--- src/rtl/bus_arbiter4.sv ---
// bus_arbiter4: round-robin arbiter sharing one bus among four requesters
// (bit 0 = CPU, then DMA, video fetch, debug port).
// Grants are one-hot and registered. sel names the current or last owner.
// A fixed turnaround gap separates consecutive owners.
// Optional hold timeout is compiled in with the macro ARB_TIMEOUT_EN.
// Without that macro, timeout is tied low and an owner may hold forever.
module bus_arbiter4 #(
  parameter int          TURN     = 1,
  parameter logic [7:0]  HOLD_MAX = 8'd255
) (
  input  logic       clk,
  input  logic       rst,
  input  logic [3:0] req,
  output logic [3:0] gnt,
  output logic [1:0] sel,
  output logic       busy,
  output logic       timeout
);

  typedef enum logic [1:0] {
    S_IDLE  = 2'd0,
    S_GRANT = 2'd1,
    S_TURN  = 2'd2
  } state_t;

  // Turnaround counter load value; never used when TURN is 0.
  localparam logic [1:0] TURN_LOAD = (TURN > 0) ? 2'(TURN - 1) : 2'd0;

  state_t     r_state;
  logic [3:0] r_gnt;
  logic [1:0] r_sel;
  logic [1:0] r_ptr;
  logic [1:0] r_turnCnt;
  logic [1:0] w_winner;
  logic       w_anyReq;
  logic       w_holdExpired;

  // Scan ptr+1, ptr+2, ptr+3, ptr and return the first requester found.
  function automatic logic [1:0] pickWinner(input logic [3:0] reqs,
                                            input logic [1:0] ptr);
    logic [1:0] idx;
    logic       found;
    pickWinner = ptr;
    found      = 1'b0;
    for (int k = 1; k <= 4; k++) begin
      idx = ptr + 2'(k);
      if (!found && reqs[idx]) begin
        pickWinner = idx;
        found      = 1'b1;
      end
    end
  endfunction

  assign w_anyReq = |req;
  assign w_winner = pickWinner(req, r_ptr);

`ifdef ARB_TIMEOUT_EN
  logic [7:0] r_hold;
  logic       r_timeout;

  assign w_holdExpired = req[r_sel] && (r_hold == HOLD_MAX);
  assign timeout       = r_timeout;

  // Hold counter and timeout pulse.
  // The counter restarts on every new grant.
  // A release in the same cycle the count reaches HOLD_MAX is a normal
  // release and does not raise timeout.
  always_ff @(posedge clk) begin
    if (rst) begin
      r_hold    <= 8'd0;
      r_timeout <= 1'b0;
    end else begin
      r_timeout <= 1'b0;
      if (r_state == S_IDLE) begin
        r_hold <= 8'd0;
      end else if (r_state == S_GRANT) begin
        if (w_holdExpired) begin
          r_timeout <= 1'b1;
        end else if (req[r_sel]) begin
          r_hold <= r_hold + 8'd1;
        end
      end
    end
  end
`else
  logic w_unusedHoldMax;

  assign w_unusedHoldMax = ^HOLD_MAX;
  assign w_holdExpired   = 1'b0;
  assign timeout         = 1'b0;
`endif

  // Arbitration FSM: pick the winner in IDLE, hold while owned, then turnaround.
  always_ff @(posedge clk) begin
    if (rst) begin
      r_state   <= S_IDLE;
      r_gnt     <= 4'b0000;
      r_sel     <= 2'd0;
      r_ptr     <= 2'd3;
      r_turnCnt <= 2'd0;
    end else begin
      case (r_state)
        S_IDLE: begin
          if (w_anyReq) begin
            r_gnt   <= 4'b0001 << w_winner;
            r_sel   <= w_winner;
            r_ptr   <= w_winner;
            r_state <= S_GRANT;
          end
        end
        S_GRANT: begin
          if (!req[r_sel] || w_holdExpired) begin
            r_gnt <= 4'b0000;
            if (TURN > 0) begin
              r_state   <= S_TURN;
              r_turnCnt <= TURN_LOAD;
            end else begin
              r_state <= S_IDLE;
            end
          end
        end
        S_TURN: begin
          if (r_turnCnt == 2'd0) begin
            r_state <= S_IDLE;
          end else begin
            r_turnCnt <= r_turnCnt - 2'd1;
          end
        end
        default: begin
          r_state <= S_IDLE;
          r_gnt   <= 4'b0000;
        end
      endcase
    end
  end

  assign gnt  = r_gnt;
  assign sel  = r_sel;
  assign busy = (r_state != S_IDLE);

endmodule

--- config.mk ---
export PLATFORM = sky130hd
export DESIGN_NAME = bus_arbiter4
export DESIGN_NICKNAME = d
export VERILOG_FILES = /design/src/rtl/bus_arbiter4.sv
export SDC_FILE = /design/constraint.sdc
export NUM_CORES = 1
export LEC_CHECK = 0
export BUFFER_PORTS_ARGS = -buffer_cell sky130_fd_sc_hd__buf_2
export CAP_MARGIN = 0
export CELL_PAD_IN_SITES_DETAIL_PLACEMENT = 1
export CELL_PAD_IN_SITES_GLOBAL_PLACEMENT = 1
export CORE_MARGIN = 2
export CORE_UTILIZATION = 44
export CTS_BUF_LIST = sky130_fd_sc_hd__clkbuf_4 sky130_fd_sc_hd__clkbuf_8
export CTS_CLUSTER_DIAMETER = 100
export DETAILED_ROUTE_END_ITERATION = 16
export PLACE_DENSITY = 0.86
export SLEW_MARGIN = 20
export SYNTH_ARGS = -nofsm -noshare
export SYNTH_HDL_FRONTEND = slang
export SYNTH_SLANG_ARGS = --single-unit
--- constraint.sdc ---
create_clock -name clk -period 3.2 [get_ports clk]
set_clock_uncertainty 0.1 [all_clocks]
set_input_delay 0.48 -clock clk [delete_from_list [all_inputs] [get_ports clk]]
set_output_delay 0.48 -clock clk [all_outputs]
set_load 0.02 [all_outputs]
==> results of run 1 <==
[power breakdown]
| group | internal (mW) | switching, mW |
|---|---|---|
| Clock | 0.0436 | 0.0509 |
| Combinational | 0.0546 | 0.0771 |
| Sequential | 0.167 | 0.0176 |
[worst paths after layout]
path / slack (ps) / cells past startpoint / to
worst max-delay path: 1530 / 4 / gnt[1]$_SDFFE_PP0P_
worst min-delay path: 360 / 2 / gnt[0]$_SDFFE_PP0P_
worst max register to register: 1530 / 4 / gnt[1]$_SDFFE_PP0P_
worst min register to register: 360 / 2 / gnt[0]$_SDFFE_PP0P_
[worst max-delay path, delay by kind of cell (launching register included)]
family | cells | cell delay, ps
flops | 1 | 420
compound gates | 2 | 580
simple gates | 1 | 110
mux | 1 | 350
[cells in the final DEF (no fill, tap or decap), drive strengths merged, types with 2 or more instances in the layout]
| cell | n |
|---|---|
| a2111oi | 2 |
| a21o | 2 |
| a21oi | 2 |
| a32o | 2 |
| and2b | 2 |
| buf | 12 |
| clkbuf | 3 |
| dfxtp | 12 |
| inv | 7 |
| mux2 | 2 |
| nand2 | 4 |
| nand2b | 2 |
| nor2 | 10 |
| nor2b | 3 |
| nor3 | 3 |
| o211ai | 3 |
| o21ai | 3 |
| o32ai | 2 |
| or2 | 2 |
[registers in the layout, indices dropped and copies added (netlist names)]
signal	count
r_turnCnt	2
gnt	4
sel	2
r_ptr	2
r_state	2
[final cells by class]
type	instances	area, um2	share of cell area
multi-input combinational	55	401.6	0.5211
timing repair buffer	12	60.06	0.07792
inverter	7	26.28	0.03409
clock buffer	3	22.52	0.02922
tap	16	20.02	0.02597
sequential	12	240.2	0.3117
[cell families (layout without fill, tap and decap cells)]
family | count (synthesis) | count (layout) | share of synthesized area
AOI/OAI and AO/OA | 20 | 20 | 0.2243
adders and majority gates | 1 | 1 | 0.01838
buffers and inverters | 9 | 22 | 0.05699
DFF | 12 | 12 | 0.3529
other | 1 | 1 | 0.005509
and+or+nand+nor | 30 | 30 | 0.2702
muxes | 3 | 3 | 0.07170
[metal layers]
| layer | track usage | wire, um |
|---|---|---|
| met5 | 0 | 0 |
| met4 | 0.1273 | 41 |
| met3 | 0.05000 | 92 |
| met2 | 0.2955 | 722 |
| met1 | 0.2977 | 749 |
==> results.txt, run 1 <==
* Result of the run: finished clean
* Accumulated negative setup slack: 0 ps
- Clock slew at the register clock pins of the worst setup and hold paths: 70 ps
- Entering global routing, the biggest net connects 12 pins.
* Half-perimeter wire length after placement: 1261 um
- In this run the worst setup path begins at sel[1]$_SDFFE_PP0P_.
* Core Region: 0.001471 mm2
* Initial antenna violation count: 0
* Synth top cells by count: 12 x dfxtp_1, 9 x nor2_1, 7 x inv_1
- The count of nets left with antenna violations once routing finished came out at 0.
- Compared with the post-synthesis result, the final layout area differs by 13.24%.
- In this run, synthesis produced a sequential element count of 12.
* Leakage: 0.3256 nW
* Hold buffer count at CTS: 0
- Overall power after layout: 0.4109 mW
* Peak supply drop: 0.2661 mV
* First-pass GRT wire length: 2898 um
- Post-layout net count: 98
* Count of unique library cells instantiated by Yosys: 35
* Cts bufs inserted: 3
* Routed wirelength normalized by instance count: 15.30 um
* Yosys warns: 0
- Via count: 630
- Count of endpoints failing hold in the final timing report: 0
- Gr usage total: 0.2124
- Setup-failing EPs final: 0
* Vias per std cell: 6.000
- After synthesis, the share of flip-flops with an asynchronous set or reset is 0.
- Among all flip-flop cells after synthesis, the most frequent one is dfxtp_1.
* Avg Synthesized Cell Area: 8.956 um2
- Number of standard cells in the layout, taps in and fillers out: 105
- Clock tree from TritonCTS: done
- Number of enable-type register cells in the synthesized netlist: 0
- Worst EP arrival: 1740 ps
- Clock latency reported for the late side of the worst-skew pair: 270 ps
- Setup repair after global routing left no endpoint under its margin.
* Power Dens Cells: 533.2 mW/mm2
* Length of the first detailed-routing pass in iterations: 4
- Share of final-layout standard cells stronger than drive strength 1: 0.2921
* Share of the core filled with cells: 0.5238
- In this run the number of H-tree levels came out at 1.
- In this run the vertical extent of the chip is 43.33 um.
* Highest achievable clock rate: 600.2 MHz
* Via count of the first global-routing pass: 622
* Root buffer selected by CTS: clkbuf_4
- Number of I/O pins: 14
- For this run, the register share of the synthesized area comes to 0.3529.
- Sort of element at the end of the critical path: flip-flop
- In this run the horizontal extent of the chip is 43.33 um.
- Overall routed net length: 1606 um
- Post-placement cell count: 102
- Num rows: 14
* CP startpoint kind: flip-flop
- Buffer depth of the longest clock path: 2
- Largest area contributor in the netlist: dfxtp_1
- Port bufs: 12
* Global route total overflow: 0
* Number of sinks handled by clock tree synthesis: 12
- Delay of the slowest cell on the worst path: 420 ps
- Placed cell area: 748.2 um2
* Crit path time final: 1666 ps
- Standard cell with the maximum stage delay on the critical path: dfxtp_1
- In the post-synthesis netlist, the cell with the most instances is dfxtp_1.
- After detailed routing, the number of remaining DRC violations is 0.
- Post-place setup slack: 1398 ps
- The worst setup path is of the flip-flop to flip-flop kind.
- Post-CTS Repair Setup Buffers: 0
- In the finished design, the share of the clock period the worst path needs comes to 0.5207.
- Final RePlAce weighted congestion: 0.8168
- Number of maximum-capacitance constraint violations: 0
- 0 antenna diodes ended up in the layout.
* Gate Count Post-Synth: 76
- The min-delay analysis places its worst path in the category flip-flop to flip-flop.
- Traced cell by cell, the critical path runs through mux2_2, a221oi_1, nor3_1, a32o_1.
- Worst reg2reg path startpoint: sel[1]$_SDFFE_PP0P_
- On the final layout, the worst hold slack is 359.5 ps.
* FILL cells: 189
* Number of slew-limit violations in the final report: 0
* Hold path start: gnt[0]$_SDFFE_PP0P_
- The number of nets handed over by synthesis was 83.
* CTS resizes: 0
- In the post-route analysis, the smallest setup slack over all paths is 1534 ps.
* Die Outline Area: 0.001877 mm2
- In this run the worst path has a maximum fanout of 5.
- The detailed router finished its first iteration with 3 violations.
- After routing the design area is 770.7 um2.
* Required @ worst endpoint: 3270 ps
- Synth top area cells: dfxtp_1 35%, nor2_1 5.0%, inv_1 3.9%
* Area of the mapped netlist: 680.7 um2
- For this configuration, the core starts out at a cell density of 0.4626.
- Of the post-synthesis cell area, the dominant cell type holds 0.3529.
(Power assumes the default switching activity.)
==> run 2: changes to the inputs <==
- CORE_UTILIZATION: 44 -> 37
- PLACE_DENSITY: 0.86 -> 0.78
- clock period: 3.2 -> 1.5 ns (I/O delays scaled with it)
==> run 2 against run 1 <==
Against the previous run: final cell count is 17% higher; design area is 22% higher; flip-flop and latch count stayed put; core utilization is 2.0 points higher; hold slack worse by 180 ps; critical path depth stayed put; critical path type unchanged; sequential power is 110% higher.
==> results.txt, run 2 (synthesis results as in run 1) <==
- The register clock-pin slew on the reported worst setup and hold paths is 80 ps (about the same).
* Iter 0 DRT Violations: 11 (+8)
* Number of slew-limit violations in the final report: 0 (unchanged)
- Vert. Die Dim: 46.89 um (+8.2%)
* H-tree levels: 1 (unchanged)
- Share of the core filled with cells: 0.5435 (+0.01967)
* Number of sinks handled by clock tree synthesis: 12 (unchanged)
* # DRC: 0 (unchanged)
* Sum of buffers and inverters on the critical path: 0 (unchanged)
* Final RePlAce weighted congestion: 0.8194 (+0.32%)
- Placed cell area: 824.5 um2 (+10%)
- The overall routing resource usage came to 0.1929 (-0.01949).
- Setup repair after global routing could not meet its margin everywhere.
- The slowest stage of the critical path is the dfxtp_4 cell.
* Core Region: 0.001727 mm2 (+17%)
- The number of placement rows was 15 (+1).
* Share of final-layout standard cells stronger than drive strength 1: 0.4898 (+0.1977)
- The clock period minus worst slack was 1475 ps (-191.3 ps).
* Setup-failing EPs final: 0 (unchanged)
- First-pass GRT wire length: 2987 um (+3.1%)
- Diodes inserted: 0 (unchanged)
- Root buffer selected by CTS: clkbuf_4
- Clk pwr share: 0.247 (+0.017)
* Number of maximum-capacitance constraint violations: 0 (unchanged)
- The number of buffers added by the clock tree synthesis step was 3 (unchanged).
- The run finished with clean final reports.
* Highest-count cells in the layout ignoring fill and taps: 12 x buf_2, 10 x dfxtp_1, 8 x buf_4, 7 x nor2_1, 6 x inv_1
- The total net switching power was 0.3641 mW (+150%).
- The sequential fraction of design power was 0.381 (-0.068).
* Die Outline Area: 0.002199 mm2 (+17%)
- The share of the clock period used by the worst path after layout was 0.9832 (+0.4626).
- The cell area after layout was 938.4 um2 (+22%).
- The via count of the first global-routing pass came to 668 (+7.4%).
- Overall routed net length: 1884 um (+17%)
- TritonCTS built the clock tree.
- Clock latency reported for the late side of the worst-skew pair: 270 ps (about the same)
* Type of the most critical hold path: primary input to flip-flop
- Buffer depth of the longest clock path: 2 (unchanged)
* Initial Utilization: 0.3942 (-0.06838)
- Width of the die: 46.89 um (+8.2%)
- The worst setup path is launched from a flip-flop.
- The final net count is 106 (+8.2%).
- In this design, the largest share of critical-path delay is due to compound AO/OA/AOI/OAI gates.
* Ordered cell list for the critical path: mux2_4, a221oi_4, or3_4, o32ai_2
- Port bufs: 12 (unchanged)
- The highest clock frequency the design can meet was 678.0 MHz (+13%).
- The routed length per instance came to 15.32 um (+0.14%).
- The worst setup path is captured at a flip-flop.
- Leaving out fill and tap cells, the most frequent cell in the layout is buf_2.
- Length of the first detailed-routing pass in iterations: 4 (unchanged)
* Combinational group share of total power: 0.372 (+0.051)
- Critical-path maximum fanout: 3 (-2)
- Count of endpoints failing hold in the final timing report: 0 (unchanged)
- The worst supply voltage drop on vdd is 0.5993 mV (+130%).
- Post-CTS Repair Setup Buffers: 0 (unchanged)
- The switching portion of total power came to 0.3495 (-0.004890).
- Required @ worst endpoint: 1560 ps (-1710 ps)
* Area added between synthesis and finish: 37.87%
* Number of I/O pins: 14 (unchanged)
- The total number of vias was 659 (+4.6%).
- Initial antenna violation count: 0 (unchanged)
* Vias per std cell: 5.358 (-11%)
* Power Dens Cells: 1110 mW/mm2 (+110%)
- The peak per-stage delay on the critical path is 370 ps (-50 ps).
* Leakage: 0.3994 nW (+23%)
* Worst EP arrival: 1530 ps (-210 ps)
* Category of the most critical setup path: flip-flop to flip-flop
* Number of flip-flops in the largest register: 4 (unchanged)
* FILL cells: 212 (+12%)
- The design internal power is 0.6777 mW (+160%).
- The number of hold buffers added after CTS was 0 (unchanged).
* Residual antenna-violating net count after detailed routing: 0 (unchanged)
- Half-perimeter wire length after placement: 1429 um (+13%)
- Maximum number of pins on one net before global-route repair: 12 (unchanged)
- Global route total overflow: 0 (unchanged)
* Worst reg2reg setup slack: 30 ps (-1510 ps)
==> run 2: changes by cell type in the layout (fill, tap and decap cells not counted), moves of 2 or more <==
cell / before / now
o32ai_2: 0 / 2
buf_4: 0 / 8
mux2_2: 2 / 0
a2111oi_0: 2 / 0
o32ai_1: 2 / 0
mux2_4: 0 / 2
nor2_1: 9 / 7
dfxtp_1: 12 / 10
==> run 2: path summary, 6_finish.rpt <==
check,startpoint,cells past startpoint,endpoint
worst max-delay path,sel[1]$_SDFFE_PP0P_,4,gnt[0]$_SDFFE_PP0P_
worst min register to register,gnt[1]$_SDFFE_PP0P_,1,gnt[1]$_SDFFE_PP0P_
worst max register to register,sel[1]$_SDFFE_PP0P_,4,gnt[0]$_SDFFE_PP0P_
worst min-delay path,rst,2,r_state[1]$_SDFFE_PP0P_
==> run 2: area by class of cell <==
class	count	area (um2)	area share
Inverter	7	26.28	0.02800
Sequential cell	12	245.2	0.2613
Multi-Input combinational cell	55	479.2	0.5107
Timing Repair Buffer	20	120.1	0.1280
Clock buffer	4	36.28	0.03867
Tap cell	25	31.28	0.03333
==> run 2: what timing repair did <==
item,CTS,global route
endpoints found under the setup margin,7,9
gates resized for setup,3,15
pin swaps,2,4
==> run 2: per-layer routing <==
metal,share of wire,global-route usage
met1,0.44,0.2535
met2,0.51,0.3096
met3,0.042,0.03462
met4,0.0064,0.08333
met5,0,0
==> run 2: power groups by stage <==
| stage | sequential, mW | clock (mW) | combinational [mW] |
|---|---|---|---|
| global placement | 0.397 | 0 | 0.312 |
| finish | 0.397 | 0.258 | 0.387 |
| floorplan | 0.423 | 0 | 0.177 |
| global route | 0.403 | 0.287 | 0.420 |
| detailed placement | 0.401 | 0 | 0.321 |
| CTS | 0.394 | 0.264 | 0.336 |
==> run 2: metrics by stage <==
stage / total power [mW] / TNS [ps] / hold WS (ps) / std cells / setup slack [ps]
detailed placement: 0.7218 / -197.5 / 355.5 / 119 / -80.36
finish: 1.042 / 0 / 183.6 / 123 / 25.13
global route: 1.110 / -106.0 / 209.9 / 123 / -31.99
CTS: 0.9936 / 0 / 160.0 / 123 / 4.566
global placement: 0.7090 / -102.5 / 343.8 / 119 / -52.28
floorplan: 0.6000 / 0 / 342.9 / 76 / 6.922
